--- src/rtl/instruction_fetch.sv ---
// Fetch stage: PC register, combinational imem address, registered IF/ID slot with valid/ready.
// One instruction per cycle; the slot holds under back-pressure and is flushed for one cycle on redirect.
module instruction_fetch #(
  parameter int              XLEN     = 32,
  parameter int              ILEN     = 32,
  parameter logic [XLEN-1:0] RESET_PC = '0
) (
  input  logic            clk,
  input  logic            rst,
  output logic [XLEN-1:0] imem_addr,
  input  logic [ILEN-1:0] imem_instr,
  input  logic            redirect_valid,
  input  logic [XLEN-1:0] redirect_pc,
  output logic            out_valid,
  input  logic            out_ready,
  output logic [ILEN-1:0] out_instr,
  output logic [XLEN-1:0] out_pc,
  output logic [XLEN-1:0] out_pc_plus4,
  output logic [31:0]     fetch_count
);

  typedef struct packed {
    logic            valid;
    logic [ILEN-1:0] instr;
    logic [XLEN-1:0] pc;
    logic [XLEN-1:0] pc_plus4;
  } slot_t;

  localparam logic [ILEN-1:0] NOP = ILEN'(32'h0000_0013);

  logic [XLEN-1:0] fetch_pc;
  logic [XLEN-1:0] fetch_pc_plus4;
  logic [XLEN-1:0] redirect_tgt;
  slot_t           slot;
  logic            load;
  logic            handshake;

  assign fetch_pc_plus4 = fetch_pc + XLEN'(4);
  // Masking rather than slicing keeps every redirect_pc bit in use.
  assign redirect_tgt   = redirect_pc & ~XLEN'(3);
  assign load           = !slot.valid || out_ready;
  assign handshake      = slot.valid && out_ready;

  always_ff @(posedge clk) begin
    if (rst) begin
      fetch_pc      <= RESET_PC;
      slot.valid    <= 1'b0;
      slot.instr    <= NOP;
      slot.pc       <= '0;
      slot.pc_plus4 <= '0;
      fetch_count   <= '0;
    end else begin
      // A handshake coinciding with a redirect still counts: decode took it.
      if (handshake) begin
        fetch_count <= fetch_count + 32'd1;
      end
      if (redirect_valid) begin
        fetch_pc   <= redirect_tgt;
        slot.valid <= 1'b0;
      end else if (load) begin
        slot.valid    <= 1'b1;
        slot.instr    <= imem_instr;
        slot.pc       <= fetch_pc;
        slot.pc_plus4 <= fetch_pc_plus4;
        fetch_pc      <= fetch_pc_plus4;
      end
    end
  end

  assign imem_addr    = fetch_pc;
  assign out_valid    = slot.valid;
  assign out_instr    = slot.instr;
  assign out_pc       = slot.pc;
  assign out_pc_plus4 = slot.pc_plus4;

endmodule

--- config.mk ---
export PLATFORM = sky130hd
export DESIGN_NAME = instruction_fetch
export DESIGN_NICKNAME = d
export VERILOG_FILES = /design/src/rtl/instruction_fetch.sv
export SDC_FILE = /design/constraint.sdc
export NUM_CORES = 1
export LEC_CHECK = 0
export BUFFER_PORTS_ARGS = -buffer_cell sky130_fd_sc_hd__buf_2
export CAP_MARGIN = 10
export CORE_MARGIN = 10
export CORE_UTILIZATION = 45
export DETAILED_ROUTE_END_ITERATION = 10
export PLACE_DENSITY = 0.75
export SYNTH_ARGS = -nofsm -noshare
export SYNTH_HDL_FRONTEND = slang
export SYNTH_SLANG_ARGS = --single-unit
--- constraint.sdc ---
create_clock -name clk -period 2.3 [get_ports clk]
set_clock_uncertainty 0.2 [all_clocks]
set_input_delay 0 -clock clk [delete_from_list [all_inputs] [get_ports clk]]
set_output_delay 0 -clock clk [all_outputs]
set_load 0.005 [all_outputs]
* Word level (Yosys, flattened, before mapping)
Index checks and enable logic that the tools add are counted.
Word-level totals: logic and storage cells 18, output and inout port bits 161, input bits 68, register bits after elaboration 161
Operators by class: bitwise operators 1, muxes and demuxes 2, add/subtract/negate cells 2, reduce and logical (&&, ||, !) cells 6
Operators with widths (number):
- two-way mux 32 bit | 2
- adder 32 x 1 -> 32 bit (second input constant) | 1
- adder 32 x 3 -> 32 bit (second input constant) | 1
- AND reduction 2 bit | 1
- nonzero test 2 bit | 1
- OR reduction 2 bit | 1
- logical AND 1 bit | 1
- zero test 1 bit | 1
- logical OR 1 bit | 1
- NOT 1 bit | 1

* Longest topological paths before layout
Gate-level depths: netlist of run 1.
depth in word-level cells 4, gate-level depth with buffers 7, gate-level depth less buffers 5

* Worst setup path after synthesis of run 1
No wires, ideal clock.
kind register -> register, from register fetch_pc[7] (netlist: imem_addr[7]), to register slot (netlist bit out_pc_plus4[30]), data arrival time 2.086 ns, data required time 2.009 ns, path buffers 2, period minus slack after synthesis 2.377 ns, library setup time 0.091 ns, cell stages (with the launch flop) 7, path slack -0.077 ns, path through dfxtp_1 clkbuf_2 nand4_2 or4_4 buf_6 or4_1 a311oi_1
On the way: word-level cells in the longest chain between the ends 1
Ends and longest elaborated chain:
- start, declared | RTL line 31 | logic [XLEN-1:0] fetch_pc;
- start signal, assigned | RTL line 58 | fetch_pc <= redirect_tgt;
- start signal, assigned | RTL line 65 | fetch_pc <= fetch_pc_plus4;
- adder 32 x 3 -> 32 bit | RTL line 38 | assign fetch_pc_plus4 = fetch_pc + XLEN'(4);
- end, declared | RTL line 34 | slot_t slot;
Every way passes these cells. A chain may end at the register's enable or synchronous reset.

* Final worst setup path of run 1
from register fetch_pc[2] (netlist: imem_addr[2]), to register slot (netlist bit out_pc_plus4[28])
Same word-level chain as after synthesis.

==> results of run 1 <==
[layout by cell type (no fill, tap or decap), types with 7 or more instances in the layout]
cell type,synthesis,routed
dfxtp_1,155,146
a311oi_1,22,19
nand2_1,161,160
nor3_1,16,16
and4_1,13,13
and2_1,11,11
or4_1,32,30
buf_4,7,60
xnor2_1,16,16
nor2_1,72,71
a211oi_1,24,24
nor4_1,11,11
inv_1,7,7
or3_1,19,19
o21ai_0,18,18
o31ai_1,20,20
dlygate4sd3_1,0,71
nand3_1,22,21
a21oi_1,81,81
buf_2,6,219
nand3b_1,7,7
xor2_1,19,19
clkbuf_16,0,17
nand4_1,22,22
[per-stage QoR]
step | instance area, sq um | TNS (ns)
floorplan | 7180 | -0.00441
global placement | 8640 | 0
detailed placement | 8640 | -0.113
CTS | 9950 | -0.0295
global route | 10000 | -0.409
finish | 10000 | -0.000702
[report_power, final]
part	internal (mW)	switching, mW	leakage [nW]
Sequential	2.82	0.0876	1.27
Clock	1.73	1.11	0.276
Combinational	0.404	0.451	2.57
Total	4.95	1.65	4.12
[worst max-delay path by stage]
stage | from | endpoint | slack (ns)
2_1_floorplan | imem_addr[2]$_SDFFE_PP0P_ | out_pc_plus4[30]$_SDFFE_PP0P_ | -0.004
3_3_place_gp | imem_addr[2]$_SDFFE_PP0P_ | out_pc_plus4[28]$_SDFFE_PP0P_ | 0.003
3_5_place_dp | imem_addr[9]$_SDFFE_PP0P_ | imem_addr[21]$_SDFFE_PP0P_ | -0.04
4_1_cts | imem_addr[2]$_SDFFE_PP0P_ | out_pc_plus4[30]$_SDFFE_PP0P_ | -0.02
5_1_grt | imem_addr[4]$_SDFFE_PP0P_ | out_pc_plus4[23]$_SDFFE_PP0P_ | -0.06
6_report | imem_addr[2]$_SDFFE_PP0P_ | out_pc_plus4[28]$_SDFFE_PP0P_ | -0.0007
[worst max-delay path: stages, from the launching register on]
cell and delay, ns:
dfxtp_4 0.36, ha_4 0.15, nand3_2 0.10, or4_4 0.61, or4_1 0.54, a311oi_2 0.27
[timing repair]
item                                    in CTS  in global routing
buffers inserted                             0                  2
endpoints found under the hold margin       75                  0
endpoints found under the setup margin       8                 25
pin swaps                                    1                  5
resized for setup                            1                 17
hold buffers                                71                  0
[state kept, by name, summed over array words and instances, names as in the netlist]
name          flops
fetch_count      32
imem_addr        30
out_valid         1
out_pc           30
out_pc_plus4     30
out_instr        32
[logic make-up after synthesis]
| logic type | count (synthesis) |
|---|---|
| other | 1 |
| XOR/XNOR | 35 |
| AO/OA/AOI/OAI | 186 |
| AND/OR/NAND/NOR | 406 |
| multiplexers | 4 |
| flip-flops | 155 |
| buffers and inverters | 98 |
| adder cells (fa/ha/maj) | 2 |
[layer usage]
layer | share of wire, % | vias to the layer above | GRT usage [%] | routed length (um)
met2 | 48 | 249 | 35.1 | 11400
met5 | 0 | - | 0 | 0
met3 | 6.6 | 38 | 6.02 | 1560
li1 | - | 3723 | - | -
met1 | 43 | 3476 | 26.2 | 10200
met4 | 1.7 | 0 | 5.56 | 404
[final cells by class]
| class | count | area (sq um) |
|---|---|---|
| Fill cell | 1311 | 5300 |
| Tap cell | 211 | 264 |
| Clock inverter | 11 | 144 |
| Timing Repair Buffer | 355 | 2330 |
| Sequential cell | 155 | 3120 |
| Multi-Input combinational cell | 639 | 3680 |
| Clock buffer | 21 | 450 |
| Inverter | 7 | 26.3 |
==> impl_metrics.py, run 1 <==
metrics = {
    "status": {
        "status": "complete, but fails checks",
        "violations": "setup timing",
    },
    "worst_hold_path": {
        "hold_class": "in2reg",
        "min_from": "imem_instr[0]",
        "holdPathEnd": "out_instr[0]$_SDFFE_PP1P_",
        "whs_path_depth": 4,
    },
    "logic_synthesis": {
        "synth_seq_cells": 155,
        "synthMuxAreaShare_pct": 0.634,
        "ys_async_sr_fraction_pct": 0,
        "synth_common_cells": "nand2_1, dfxtp_1, a21oi_1",
        "syn_inst": 887,
        "synth_cell_types": 51,
        "synthAdderAreaFrac_pct": 0.352,
        "synth_xor_area_share_pct": 4.31,
        "synth-simple-area-share_pct": 28.4,
        "yosysTopAreaCell": "dfxtp_1",
        "ys_top_cells_by_area": "dfxtp_1, nand2_1, a21oi_1, nor2_1, clkbuf_1",
        "yosysTopAreaCellShare_pct": 43.7,
        "synth_top_family_by_area": "simple AND/OR/NAND/NOR gates",
        "ys.warnings.count": 0,
        "avgSynthCellArea_sq_um": 8.01,
        "synth-edff-count": 0,
        "seq_area_frac_synth_pct": 43.7,
        "synth_compound_area_share_pct": 16.7,
        "syn_area_sq_um": 7100,
        "synthMostInstantiatedCell": "nand2_1",
        "ys.flop_type": "dfxtp_1",
    },
    "die": {
        "die_width_um": 146,
        "coreArea_sq_um": 15300,
        "placementRows": 45,
        "io_pins": 229,
        "die_h_um": 146,
        "dieArea_sq_um": 21200,
        "initial_core_util_pct": 46.4,
    },
    "cts": {
        "cts.clk_slew.worst_paths_ns": 0.06,
        "htree_num_levels": 4,
        "cts_root_buf": "clkbuf_16",
        "cts_made_buffers": 17,
        "clock_sinks": 155,
        "cts_max_path_buffers": 2,
        "cts_tree": "built",
        "clk_latency_ns": 0.43,
    },
    "finish": {
        "nets": 1245,
        "area_growth_syn_to_layout_pct": 41.0,
        "drive_above_1_share_pct": 28.9,
        "layout.cells.non_filler": 1399,
        "n_antenna_cell": 0,
        "utilization_pct": 65.4,
    },
    "timing": {
        "holdWs_ns": 0.130,
        "period_minus_slack_ns": 2.30,
        "final_max_slew_viol_count": 0,
        "setup_viol": 1,
        "hold_violations": 0,
        "fmax_mhz": 435,
        "period_share_pct": 100,
        "rsz0062_at_grt": "yes",
        "setup_ws_ns": -0.000702,
    },
    "global_routing": {
        "grt_pass1_vias": 7022,
        "grtUsageTotal_pct": 21.1,
        "grt_pass1_wl_mm": 37.7,
        "grt_max_degree": 78,
        "antenna_found_initial": 0,
        "grt-ovfl-total": 0,
    },
    "pwr": {
        "power_mw": 6.60,
        "power.static_leakage_nw": 4.12,
        "ir_drop_v": 0.000552,
        "powerDensity_nw_per_um2": 659,
    },
    "critical_path": {
        "worstPathArrival_ns": 2.44,
        "reg2regPathDepth": 5,
        "timing.rr.end": "out_pc_plus4[28]$_SDFFE_PP0P_",
        "crit_fanout": 8,
        "reg2reg_slack_ns": -0.0007,
        "setup.worst_path.start_class": "flop",
        "end_kind": "flop",
        "required_ns": 2.44,
        "r2r_start": "imem_addr[2]$_SDFFE_PP0P_",
        "path_class": "reg2reg",
    },
    "routing": {
        "vias": 7486,
        "drt_iter0_markers": 446,
        "wl_mm": 23.5,
        "viasPerCell": 5.35,
        "wl_per_cell_um": 16.8,
        "firstDrtPassIters": 6,
        "drc": 0,
        "ant_nets": 0,
    },
    "placement": {
        "gp_congestion": 0.840,
        "numPortBuffers": 220,
        "dp_slack_ns": -0.0368,
        "dp.cells": 1294,
        "hpwl_mm": 16.2,
    },
    "job": {
        "cap_violations": 0,
    },
}
No activity file was read; power rests on OpenSTA's default activity.
==> inputs of run 2 (changes only) <==
PLACE_DENSITY = 0.72   (was 0.75)
clock period = 2.13 ns   (was 2.3 ns; I/O delays follow)
==> impl_metrics.py, run 2 (synthesis gave the netlist of run 1 again) <==
metrics = {
    "cts": {
        "cts.clk_slew.worst_paths_ns": 0.06,
        "cts_tree": "built",
        "cts_made_buffers": 17,
        "clock_sinks": 155,
        "cts_max_path_buffers": 2,
        "cts_root_buf": "clkbuf_16",
        "htree_num_levels": 4,
        "clk_latency_ns": 0.42,
    },
    "worst_hold_path": {
        "whs_path_depth": 4,
        "hold_class": "in2reg",
        "holdPathEnd": "out_instr[4]$_SDFFE_PP1P_",
        "min_from": "imem_instr[4]",
    },
    "timing": {
        "max_slew_margin_pct": 63.5,
        "fmax_mhz": 445,
        "period_share_pct": 106,
        "period_minus_slack_ns": 2.25,
        "hold_violations": 0,
        "setup_viol": 18,
        "tightest_slew_ns": 0.548,
        "setup_ws_ns": -0.118,
        "rsz0062_at_grt": "yes",
        "final_max_slew_viol_count": 0,
        "holdWs_ns": 0.131,
    },
    "global_routing": {
        "grt_pass1_wl_mm": 38.1,
        "grt-ovfl-total": 0,
        "grt_max_degree": 61,
        "antenna_found_initial": 1,
        "grt_pass1_vias": 7224,
        "grtUsageTotal_pct": 21.4,
    },
    "critical_path": {
        "r2r_start": "imem_addr[3]$_SDFFE_PP0P_",
        "setup.worst_path.start_class": "flop",
        "worstPathArrival_ns": 2.38,
        "path_class": "reg2reg",
        "timing.rr.end": "out_pc_plus4[18]$_SDFFE_PP0P_",
        "reg2reg_slack_ns": -0.12,
        "required_ns": 2.26,
        "reg2regPathDepth": 6,
        "end_kind": "flop",
        "crit_fanout": 5,
    },
    "finish": {
        "final_common_cell": "buf_2",
        "nets": 1269,
        "fillers": 1236,
        "multiInputGateArea_sq_um": 3880,
        "drive_above_1_share_pct": 33.4,
        "area_growth_syn_to_layout_pct": 46.9,
        "register_area_sq_um": 3140,
        "layout.cells.non_filler": 1423,
        "layout_common_cells": "buf_2, nand2_1, dfxtp_1",
    },
    "pwr": {
        "powerDensity_nw_per_um2": 686,
        "p_int_mw": 5.36,
        "pwr-share-clk_pct": 42.6,
        "power.static_leakage_nw": 4.30,
        "pwr-share-seq_pct": 43.9,
        "switching_share_pct": 25.1,
        "power_switching_mw": 1.79,
        "combPwrFrac_pct": 13.4,
        "ir_drop_v": 0.000774,
        "power_mw": 7.15,
    },
    "placement": {
        "gp_congestion": 0.807,
        "numPortBuffers": 220,
        "hpwl_mm": 16.3,
        "dp.cells": 1305,
    },
    "job": {
        "cap_violations": 0,
    },
    "routing": {
        "firstDrtPassIters": 5,
        "wl_mm": 24.5,
        "drt_iter0_markers": 527,
        "ant_nets": 0,
        "drc": 0,
        "vias": 7730,
        "wl_per_cell_um": 17.2,
        "viasPerCell": 5.43,
    },
    "die": {
        "die_width_um": 146,
        "initial_core_util_pct": 46.4,
        "dieArea_sq_um": 21200,
        "die_h_um": 146,
        "coreArea_sq_um": 15300,
        "placementRows": 45,
        "io_pins": 229,
    },
    "status": {
        "violations": "setup timing",
        "status": "complete, but fails checks",
    },
}
-- run 2: final cells by class --
type,count,area share (%)
inverter,7,0.252
clock inverter,12,1.41
timing repair buffer,376,24.3
tap,211,2.53
clock buffer,19,4.24
antenna,1,0.0240
multi-input combinational,642,37.2
sequential,155,30.1
-- run 2: worst max-delay path by stage --
stage                               startpoint                            end  slack [ns]  cells past startpoint
floorplan            imem_addr[2]$_SDFFE_PP0P_     imem_addr[24]$_SDFFE_PP0P_       -0.08                      6
global placement     imem_addr[3]$_SDFFE_PP0P_     imem_addr[24]$_SDFFE_PP0P_       -0.07                      5
detailed placement   imem_addr[2]$_SDFFE_PP0P_     imem_addr[24]$_SDFFE_PP0P_       -0.16                      5
CTS                  imem_addr[2]$_SDFFE_PP0P_  out_pc_plus4[18]$_SDFFE_PP0P_       -0.07                      6
global route        imem_addr[14]$_SDFFE_PP0P_     imem_addr[31]$_SDFFE_PP0P_       -0.16                      5
finish               imem_addr[3]$_SDFFE_PP0P_  out_pc_plus4[18]$_SDFFE_PP0P_       -0.12                      6
-- run 2: worst max-delay path, cell delays in order, from the launching register on --
cell	delay, ns
dfxtp_4	0.37
ha_4	0.15
nand3_4	0.07
or4_4	0.61
buf_6	0.16
or3_4	0.36
a311oi_2	0.25
-- run 2: what timing repair did --
| item | in CTS | in global routing |
|---|---|---|
| gates cloned | 1 | 2 |
| buffers inserted | 8 | 5 |
| hold buffers | 70 | 0 |
| endpoints found under the setup margin | 20 | 34 |
| hold endpoints to repair | 94 | 0 |
| gates resized for setup | 16 | 39 |
| pin swaps | 18 | 24 |
-- run 2: power groups by stage --
| stage | registers (mW) | clock network, mW | logic, mW |
|---|---|---|---|
| after floorplan | 3.21 | 0 | 0.419 |
| after global placement | 3.19 | 0 | 0.812 |
| after detailed placement | 3.20 | 0 | 0.818 |
| after CTS | 3.14 | 3.12 | 0.934 |
| after global routing | 3.16 | 3.25 | 1.05 |
| final | 3.14 | 3.05 | 0.961 |
-- run 2: routing by layer --
| layer | routed length (um) | global-route usage (%) |
|---|---|---|
| met1 | 10700 | 26.4 |
| met2 | 11900 | 34.9 |
| met3 | 1410 | 5.81 |
| met4 | 576 | 8.14 |
| met5 | 0 | 0 |
-- run 2: metrics by stage --
stage | setup TNS (ns) | setup slack (ns) | util, % | cell area (sq um)
2_1_floorplan | -0.506 | -0.0827 | - | 7260
3_3_place_gp | -0.233 | -0.0673 | 57.4 | 8780
3_5_place_dp | -0.777 | -0.161 | 57.4 | 8780
4_1_cts | -0.347 | -0.0689 | 66.6 | 10200
5_1_grt | -2.38 | -0.160 | 68.1 | 10400
6_report | -0.942 | -0.118 | 68.1 | 10400
